<file path="src/rtl/mining_job_controller.sv">
// Job sequencer for sha_block: accept job, load, solve, report one result.
// Optional solve-phase timeout is built when JOB_TIMEOUT_EN is defined.
module mining_job_controller #(
  parameter int unsigned LOAD_CYCLES    = 2,
  parameter logic [31:0] NONCE_LIMIT    = 32'h7FFF_FFFF,
  parameter logic [31:0] TIMEOUT_CYCLES = 32'd100_000_000
) (
  input  logic         clk,
  input  logic         n_rst,
  input  logic         job_valid,
  output logic         job_ready,
  input  logic [255:0] job_midstate,
  input  logic [511:0] job_head,
  input  logic         abort,
  output logic [255:0] midState,
  output logic [511:0] headData,
  output logic         loadState,
  output logic         solveEn,
  input  logic         flag,
  input  logic [31:0]  goldenNonce,
  input  logic [31:0]  sha_counter,
  output logic         result_valid,
  input  logic         result_ready,
  output logic         result_found,
  output logic         result_timeout,
  output logic [31:0]  result_nonce,
  output logic         busy
);

  typedef enum logic [1:0] {
    IDLE,
    LOAD,
    SOLVE,
    REPORT
  } state_e;

  localparam logic [31:0] LOAD_LAST = 32'(LOAD_CYCLES - 1);

  state_e         state_q, state_d;
  logic [31:0]    load_cnt_q, load_cnt_d;
  logic [255:0]   mid_q, mid_d;
  logic [511:0]   head_q, head_d;
  logic           found_q, found_d;
  logic           tout_q, tout_d;
  logic [31:0]    nonce_q, nonce_d;
  logic           job_ready_q, load_q, solve_q;
  logic           valid_q, busy_q;
  logic           timeout_hit;

`ifdef JOB_TIMEOUT_EN
  logic [31:0] sol_cnt_q, sol_cnt_d;

  // Held at zero outside SOLVE, so it restarts on every entry.
  always_comb begin
    sol_cnt_d = '0;
    if (state_q == SOLVE) sol_cnt_d = sol_cnt_q + 32'd1;
  end

  always_ff @(posedge clk or negedge n_rst) begin
    if (!n_rst) sol_cnt_q <= '0;
    else        sol_cnt_q <= sol_cnt_d;
  end

  assign timeout_hit = (sol_cnt_q == TIMEOUT_CYCLES - 32'd1);
`else
  logic unused_tout;
  assign unused_tout = ^TIMEOUT_CYCLES;
  assign timeout_hit = 1'b0;
`endif

  always_comb begin
    state_d    = state_q;
    load_cnt_d = load_cnt_q;
    mid_d      = mid_q;
    head_d     = head_q;
    found_d    = found_q;
    tout_d     = tout_q;
    nonce_d    = nonce_q;
    if (abort && state_q != IDLE) begin
      state_d = IDLE;
    end else begin
      unique case (state_q)
        IDLE: begin
          if (job_valid) begin
            mid_d      = job_midstate;
            head_d     = job_head;
            load_cnt_d = '0;
            state_d    = LOAD;
          end
        end
        LOAD: begin
          if (load_cnt_q == LOAD_LAST) state_d = SOLVE;
          else load_cnt_d = load_cnt_q + 32'd1;
        end
        SOLVE: begin
          if (flag) begin
            found_d = 1'b1;
            tout_d  = 1'b0;
            nonce_d = goldenNonce;
            state_d = REPORT;
          end else if (sha_counter >= NONCE_LIMIT) begin
            found_d = 1'b0;
            tout_d  = 1'b0;
            nonce_d = '0;
            state_d = REPORT;
          end else if (timeout_hit) begin
            found_d = 1'b0;
            tout_d  = 1'b1;
            nonce_d = '0;
            state_d = REPORT;
          end
        end
        REPORT: begin
          if (result_ready) state_d = IDLE;
        end
        default: state_d = IDLE;
      endcase
    end
  end

  always_ff @(posedge clk or negedge n_rst) begin
    if (!n_rst) begin
      state_q     <= IDLE;
      load_cnt_q  <= '0;
      mid_q       <= '0;
      head_q      <= '0;
      found_q     <= 1'b0;
      tout_q      <= 1'b0;
      nonce_q     <= '0;
      job_ready_q <= 1'b1;
      load_q      <= 1'b0;
      solve_q     <= 1'b0;
      valid_q     <= 1'b0;
      busy_q      <= 1'b0;
    end else begin
      state_q     <= state_d;
      load_cnt_q  <= load_cnt_d;
      mid_q       <= mid_d;
      head_q      <= head_d;
      found_q     <= found_d;
      tout_q      <= tout_d;
      nonce_q     <= nonce_d;
      job_ready_q <= (state_d == IDLE);
      load_q      <= (state_d == LOAD);
      solve_q     <= (state_d == SOLVE);
      valid_q     <= (state_d == REPORT);
      busy_q      <= (state_d != IDLE);
    end
  end

  assign job_ready      = job_ready_q;
  assign midState       = mid_q;
  assign headData       = head_q;
  assign loadState      = load_q;
  assign solveEn        = solve_q;
  assign result_valid   = valid_q;
  assign result_found   = found_q;
  assign result_timeout = tout_q;
  assign result_nonce   = nonce_q;
  assign busy           = busy_q;

endmodule

</file>
<file path="config.mk">
export PLATFORM = sky130hd
export DESIGN_NAME = mining_job_controller
export DESIGN_NICKNAME = d
export VERILOG_FILES = /design/src/rtl/mining_job_controller.sv
export SDC_FILE = /design/constraint.sdc
export NUM_CORES = 1
export LEC_CHECK = 0
export CORE_AREA = 2 2 639 641
export CTS_BUF_LIST = sky130_fd_sc_hd__clkbuf_4 sky130_fd_sc_hd__clkbuf_8
export DETAILED_ROUTE_END_ITERATION = 8
export DIE_AREA = 0 0 641 643
export HOLD_SLACK_MARGIN = 0.15
export PLACE_DENSITY_LB_ADDON = 0.15
export SLEW_MARGIN = 20
export SYNTH_ARGS = -nofsm -noshare
export SYNTH_HDL_FRONTEND = slang
export SYNTH_SLANG_ARGS = --single-unit
</file>
<file path="constraint.sdc">
create_clock -name clk -period 1.9 [get_ports clk]
set_input_delay 0.475 -clock clk [delete_from_list [all_inputs] [get_ports clk]]
set_output_delay 0.475 -clock clk [all_outputs]
set_load 0.01 [all_outputs]
</file>
==> impl_results.md, run 1 <==
- First-pass GRT wire length: 344,000 µm
- Design Power: approximately 120 mW
- Total number of vias: approximately 38,000
- Async set-reset flop share out of synthesis: 100%
- Logic gate share of total power: ~51%
- Status: finished, violations left
- Final setup TNS: -89,270 ps
- WHS: between 300 and 400 ps
- # rows: 234
- Clock share of power: 20.6%
- Core area: 405,000 µm²
- Top FF cell, synth: dfrtp_1
- Failing checks: negative setup slack
- H-tree levels: 4
- DR iter-0 viols: 1,776
- Sequential share of power: 28.7%
- Sink Count: 840
- Clock transition at path regs: roughly 60 ps
- Die Area: 412,000 µm²
- Syn nets: approximately 4,500
- Top-area cell type share of the netlist area: 65.3%
- Busiest grt layer: met2
- Pint: 69.9 mW
- Critical Path Start Type: flip-flop
- Ys Warns: 0
- Routed length per instance: around 21 µm
- Endpoints failing setup: 972
- Switching Power: 45.9 mW
- Worst Path Required: 2820 ps
- Largest cells by area after synthesis: dfrtp_1 (65%), nand2_1 (27%), clkbuf_1 (2.0%)
- Slew Viols, Final: 0
- Tmin final: 2260 ps
- Synth Cell Area: 32,200 µm²
- Endpoint type of the worst setup path: flip-flop
- Yosys top cell by area: dfrtp_1
- Clk Latency, worst-skew pair: 1030 ps
- Die width: 641 µm
- Nets: 7,684
- Vias per cell: 3.03
- Placer congestion estimate: 0.829
- Post-route DRC: 0
- Synth cell types: 38
- Sw Ratio: 39.6%
- Gate Count Post-Synth: around 3,600
- TritonRoute pass-1 iters: 7
- Total grt overflow: 0
- Share of cells above drive strength 1: 31.6%
- Post-Route WL: about 270,000 µm
- Hold Crit Class: in -> reg
- Largest net degree at the start of global routing: just under 80
- CP Class: reg -> reg
- Unrepaired setup endpoints after global routing: yes
- Seq/Total Area, Yosys: 65.4%
- R2R Setup Slk: -360 ps
- Initial antenna violation count: 119
- Max_cap viols: 0
- Met3 Use GR: 3.51%
- Starting density of the core: 7.94%
- Met1 Use GR: 13.1%
- Max VDD drop: between 0.0006 and 0.0007 V
- CTS Buf Count: 195
- Max Freq: 443 MHz
- Rel. slew slack: approximately 39%
- WP data arrival: 3180 ps
- I/O Buffers: 1,643
- # IOs: 1,645
- CTS tree: built
- Area grow syn2layout: 137%
- Post-DP HPWL: 210,000 µm
- Detail Route Antenna Nets: 0
- GRT Resource Usage Total: 12.0%
- Syn Area/Cell: 8.82 µm²
- Final Cycle Share: 119%
- Final hold vios: 0
- CTS Buffer Depth: 4
- Worst clock skew: 45.7 ps
- Yosys reg bits: 840
- CP Max Fanout: 5
- Worst Tran Pin Value: 915 ps
- Root buffer cell: clkbuf_8
- Post-synth EDFFs: 0
- Vias in the first global route: 39,800
- Vert. Die Dim: ~640 µm
- Leakage power: 36.1 nW
- Fillers: 45,500
- Met2 usage in global routing: 22.6%
- Final WS setup: -359 ps
- Power per standard cell area: around 1500 nW/µm²
## per-layer routing
metal / vias to the layer above / part of all wire [%]
met2: 1281 / 53
met5: - / 0.090
met4: 40 / 2.3
met3: 456 / 6.6
met1: 18200 / 38
li1: 17700 / -
## placed cells by master (no fill, tap or decap), types with 4 or more instances in the layout
master and n:
o21ai_2 4, nor4_1 5, clkinv_2 18, or4_1 4, or4_4 14, buf_12 58, diode_2 25, clkdlybuf4s50_1 836
nand4_1 20, buf_16 15, nor2_4 5, clkbuf_16 36, o31ai_2 5, buf_4 561, nor2_2 4, o21ai_0 32
clkbuf_4 71, inv_1 37, buf_8 45, buf_6 718, dlygate4sd3_1 798, a21oi_1 4, nand2_1 2150, buf_2 129
nand2_2 116, clkbuf_8 242, dfrtp_2 45, nand3_1 44, dfrtp_1 794, nor4_4 8, mux2i_1 10, a21oi_2 14
nand2_4 60, nand2b_1 12, bufinv_16 6, nor2_1 8, o31ai_1 9
## through the flow
stage,setup slack (ps),utilization (%),std cells,area [µm²]
2_1_floorplan,-114,-,3647,32300
3_3_place_gp,-1260,14.1,10800,57200
3_5_place_dp,-1250,14.1,10800,57200
4_1_cts,-515,17.7,12200,71700
5_1_grt,-446,18.8,12400,76200
6_report,-359,18.8,12400,76200
## critical path, stage by stage, from the launching register on
cell	delay, ps
dfrtp_1	360
inv_2	60
ha_4	150
nor4b_4	130
nand4_1	130
o32a_1	340
inv_4	90
buf_12	150
buf_16	130
or4_4	510
a21oi_2	140
## synthesized netlist by cell type, types with 2 or more instances
library cell,number
buf_4,2
buf_1,14
nand2_1,2328
or4_1,18
dfrtp_1,839
a21oi_1,18
inv_1,41
and2_1,2
nand2b_1,12
mux2_2,3
or3_1,3
o31a_1,2
nor4_1,15
nor4b_1,3
nand3_1,46
clkbuf_1,174
buf_2,5
o21a_1,2
o31ai_1,15
buf_6,2
and3_1,3
nor2_1,17
ha_1,2
o21ai_0,36
nor3_1,4
mux2i_1,10
nand4_1,20
## cell type report
cell class,count,area [µm²],share of cell area (%)
diodes,25,62.6,0.0821
clock buffers,313,3860,5.07
clock inverters,34,390,0.512
inverters,41,161,0.212
multi-input cells,2569,11400,15.0
flip-flops and latches,840,21100,27.6
well taps,5428,6790,8.91
repair buffers,3197,32500,42.6
## registers in the layout (all words and copies together), names as in the netlist
name          cells
busy              1
headData        512
job_ready         1
loadState         1
load_cnt_q       32
midState        256
result_found      1
result_nonce     32
result_valid      1
solveEn           1
state_q           2
## power by group through the flow
stage               logic [mW]  registers, mW  clock network [mW]
floorplan                 10.8           34.6                   0
CTS                       52.7           33.2                25.2
global placement          47.3           32.0                   0
detailed placement        47.2           32.1                   0
global route              63.1           34.1                25.8
finish                    58.8           33.2                23.9
## final timing paths
path | end | cells after the start | from
min in group asynchronous | headData[41]$_DFFE_PN0P_ | 5 | n_rst
worst min register to register | midState[206]$_DFFE_PN0P_ | 2 | midState[206]$_DFFE_PN0P_
worst min-delay path | headData[41]$_DFFE_PN0P_ | 3 | job_head[41]
worst max register to register | load_cnt_q[4]$_DFFE_PN0P_ | 10 | load_cnt_q[1]$_DFFE_PN0P_
worst max-delay path | load_cnt_q[4]$_DFFE_PN0P_ | 10 | load_cnt_q[1]$_DFFE_PN0P_
max in group asynchronous | headData[13]$_DFFE_PN0P_ | 6 | n_rst
## repair_timing
item	in CTS	in global routing
endpoints found under the hold margin	1622	0
setup endpoints to repair	1313	1357
buffers inserted	217	219
hold buffers	800	0
cloned	4	47
gates resized for setup	4471	477
pin swaps	34	136
## logic make-up after synthesis
kind of cell / synth area share, %
compound gates: 1.38
fa+ha+maj: 0.0778
buf+inv: 2.87
flops: 65.4
mux: 0.416
other cells: 0.0117
simple gates: 29.9
(Power assumes the default switching activity.)
==> inputs of run 2 (changes only) <==
Settings changed: CORE_AREA 2 2 639 641 to 2 2 648 650, CTS_BUF_LIST sky130_fd_sc_hd__clkbuf_4 sky130_fd_sc_hd__clkbuf_8 to default, DIE_AREA 0 0 641 643 to 0 0 650 652.
==> run 2 against run 1 <==
  * Critical path depth stayed put
  * Global-route usage fell by 0.65 points
  * Core utilization down 0.88 points
  * Largest power group unchanged
  * Via count down 3.5%
  * Worst hold slack worse by 93 ps
  * The flow still finishes with violations (negative setup slack)
  * Critical path type unchanged
  * Register-to-register slack worse by 170 ps
  * Die area grew 2.8%
==> impl_results.md, run 2 (synthesized netlist as in run 1, its figures left out) <==
- Die Area: 424,000 µm² (+2.8%)
- # IOs: 1,645 (unchanged)
- Die width: 650 µm (+1.4%)
- DR iter-0 viols: 1,800 (+1.4%)
- CTS tree: built
- Crit-path cells: nor4_2 > buf_4 > nand4_1 > buf_4 > o32a_1 > inv_4 > buf_12 > buf_6 > nor2_4 > mux2_2
- Nets: 7,339 (-4.5%)
- Sink Count: 840 (unchanged)
- CTS Buffer Depth: 4 (unchanged)
- Unrepaired setup endpoints after global routing: yes
- Detail Route Antenna Nets: 0 (unchanged)
- Final hold vios: 0 (unchanged)
- Power per standard cell area: 1550 nW/µm² (+1.7%)
- Worst Tran Pin Value: 552 ps (-362 ps)
- Hold Path Origin: job_head[304]
- Commonest cells after routing, fill and taps aside: nand2_1 (2,106), clkdlybuf4s50_1 (836), dfrtp_1 (796)
- Vert. Die Dim: 652 µm (+1.4%)
- Rel. slew slack: 63.2% (+24 points)
- Slowest stage delay, CP: 390 ps (-120 ps)
- Leakage power: 34.8 nW (-3.5%)
- WP data arrival: 3150 ps (-30 ps)
- Number of flip-flops in the largest register: 512 (unchanged)
- I/O Buffers: 1,643 (unchanged)
- CP Class: reg -> reg
- Status: finished, violations left
- Tmin final: 2430 ps (+172 ps)
- CP dominant cell by count: buf_4
- Post-route DRC: 0 (unchanged)
- FF-to-FF End: load_cnt_q[0]$_DFFE_PN0P_
- Endpoint type of the worst setup path: flip-flop
- Final WS setup: -531 ps (-172 ps)
- Vias in the first global route: 38,100 (-4.3%)
- R2R Path Start: load_cnt_q[4]$_DFFE_PN0P_
- Slew Viols, Final: 0 (unchanged)
- Commonest non-fill, non-tap cell in the layout: nand2_1
- # rows: 237 (+1.3%)
- Routed length per instance: 21.9 µm (+2.0%)
- FF-to-FF path depth: 10 (unchanged)
- CTS Buf Count: 124 (-36%)
- CP bufs+invs: 5 (+1)
- Share of cells above drive strength 1: 29.4% (-2.2 points)
- Placer congestion estimate: 0.834 (+0.65%)
- CP Max Fanout: 6 (+1)
- Worst Path Required: 2620 ps (-200 ps)
- Max Freq: 411 MHz (-7.1%)
- Vias per cell: 3.00 (-0.84%)
- Starting density of the core: 7.73% (-0.21 points)
- Core area: 416,000 µm² (+2.7%)
- Final setup TNS: -208,370 ps (-119,090 ps)
- TritonRoute pass-1 iters: 5 (-2)
- Worst clock skew: 37.0 ps (-8.71 ps)
- Crit path launch: load_cnt_q[4]$_DFFE_PN0P_
- Max_cap viols: 0 (unchanged)
- Post-place setup slack: -1470 ps (-223 ps)
- Largest net degree at the start of global routing: 85 (+7.6%)
- Worst Setup EP: load_cnt_q[0]$_DFFE_PN0P_
- Slowest cell on crit path: dfrtp_1
- Fillers: 46,600 (+2.3%)
- Area grow syn2layout: 132%
- Critical Path Start Type: flip-flop
- Worst path top cell family by delay: buffers and inverters
- Final Cycle Share: 128% (+9.0 points)
- Post-Route WL: 265,000 µm (-0.72%)
- R2R Setup Slk: -530 ps (-170 ps)
- Clock transition at path regs: 60 ps (about the same)
- Critical Path Stages: 10 (unchanged)
- First-pass GRT wire length: 335,000 µm (-2.6%)
- Root buffer cell: clkbuf_16
- Post-DP HPWL: 200,000 µm (-4.5%)
- Total grt overflow: 0 (unchanged)
- GRT Resource Usage Total: 11.3% (-0.65 points)
- Clk Latency, worst-skew pair: 870 ps (-160 ps)
- H-tree levels: 3 (-1)
- Failing checks: negative setup slack
- Max VDD drop: 0.000826 V (+30%)
- Initial antenna violation count: 79 (-34%)
- Design Power: 115 mW (-0.43%)
- Endpoints failing setup: 878 (-9.7%)
- Total number of vias: 36,400 (-3.5%)
- Hold Crit Class: in -> reg
run 2: cell types whose count changed in the layout (fill, tap and decap cells not counted), sizes merged, moves of 2 or more:
cell	before	now
buf	1526	1354
dlygate4sd3	798	667
clkbuf	349	252
clkinv	21	28
bufinv	6	2
bufbuf	0	2
diode	25	23
inv	46	44
run 2: layout make-up:
class                   instances  area (µm²)  area share [%]
repair buffers               2923       31100            41.6
flip-flops and latches        840       21100            28.2
multi-input cells            2569       11400            15.3
well taps                    5497        6880            9.22
clock buffers                 188        3660            4.91
clock inverters                36         279           0.374
inverters                      41         159           0.213
diodes                         23        57.6          0.0771
run 2: repair_timing:
item / in CTS / in global routing
resized for setup: 4542 / 416
endpoints found under the setup margin: 1519 / 1608
pin swaps: 21 / 221
cloned: 23 / 80
hold buffers: 667 / 0
hold endpoints to repair: 1133 / 0
buffers inserted: 189 / 56
run 2: routing by layer:
metal / wire length [µm] / track usage (%) / vias up
li1: - / - / 17000
met2: 134000 / 20.3 / 1196
met4: 6920 / 2.83 / 14
met5: 90 / 0 / -
met1: 106000 / 13.0 / 17900
met3: 17500 / 3.27 / 303
run 2: worst min path at each step:
stage	to	cells after the start
6_report	headData[304]$_DFFE_PN0P_	3
5_1_grt	headData[68]$_DFFE_PN0P_	3
4_1_cts	headData[447]$_DFFE_PN0P_	3
3_5_place_dp	result_nonce[30]$_DFFE_PN0P_	1
3_3_place_gp	result_nonce[25]$_DFFE_PN0P_	1
2_1_floorplan	busy$_DFF_PN0_	0
run 2: where the power goes:
| part | internal (mW) | total, mW | switching [mW] |
|---|---|---|---|
| sequential | 26.4 | 33.6 | 7.24 |
| clock | 13.4 | 23.2 | 9.76 |
| combinational | 29.3 | 58.5 | 29.2 |
run 2: worst min-delay path, stage by stage:
cell	delay (ps)
clkdlybuf4s50_1	440
nand2_2	100
nand2_1	50
run 2: through the flow:
stage / util (%) / std cells / hold WS, ps / instance area, µm²
2_1_floorplan: - / 3647 / 179 / 32300
3_3_place_gp: 13.8 / 10900 / 438 / 57500
3_5_place_dp: 13.8 / 10900 / 434 / 57500
4_1_cts: 17.0 / 12000 / 152 / 70800
5_1_grt: 17.9 / 12100 / 179 / 74600
6_report: 17.9 / 12100 / 243 / 74600
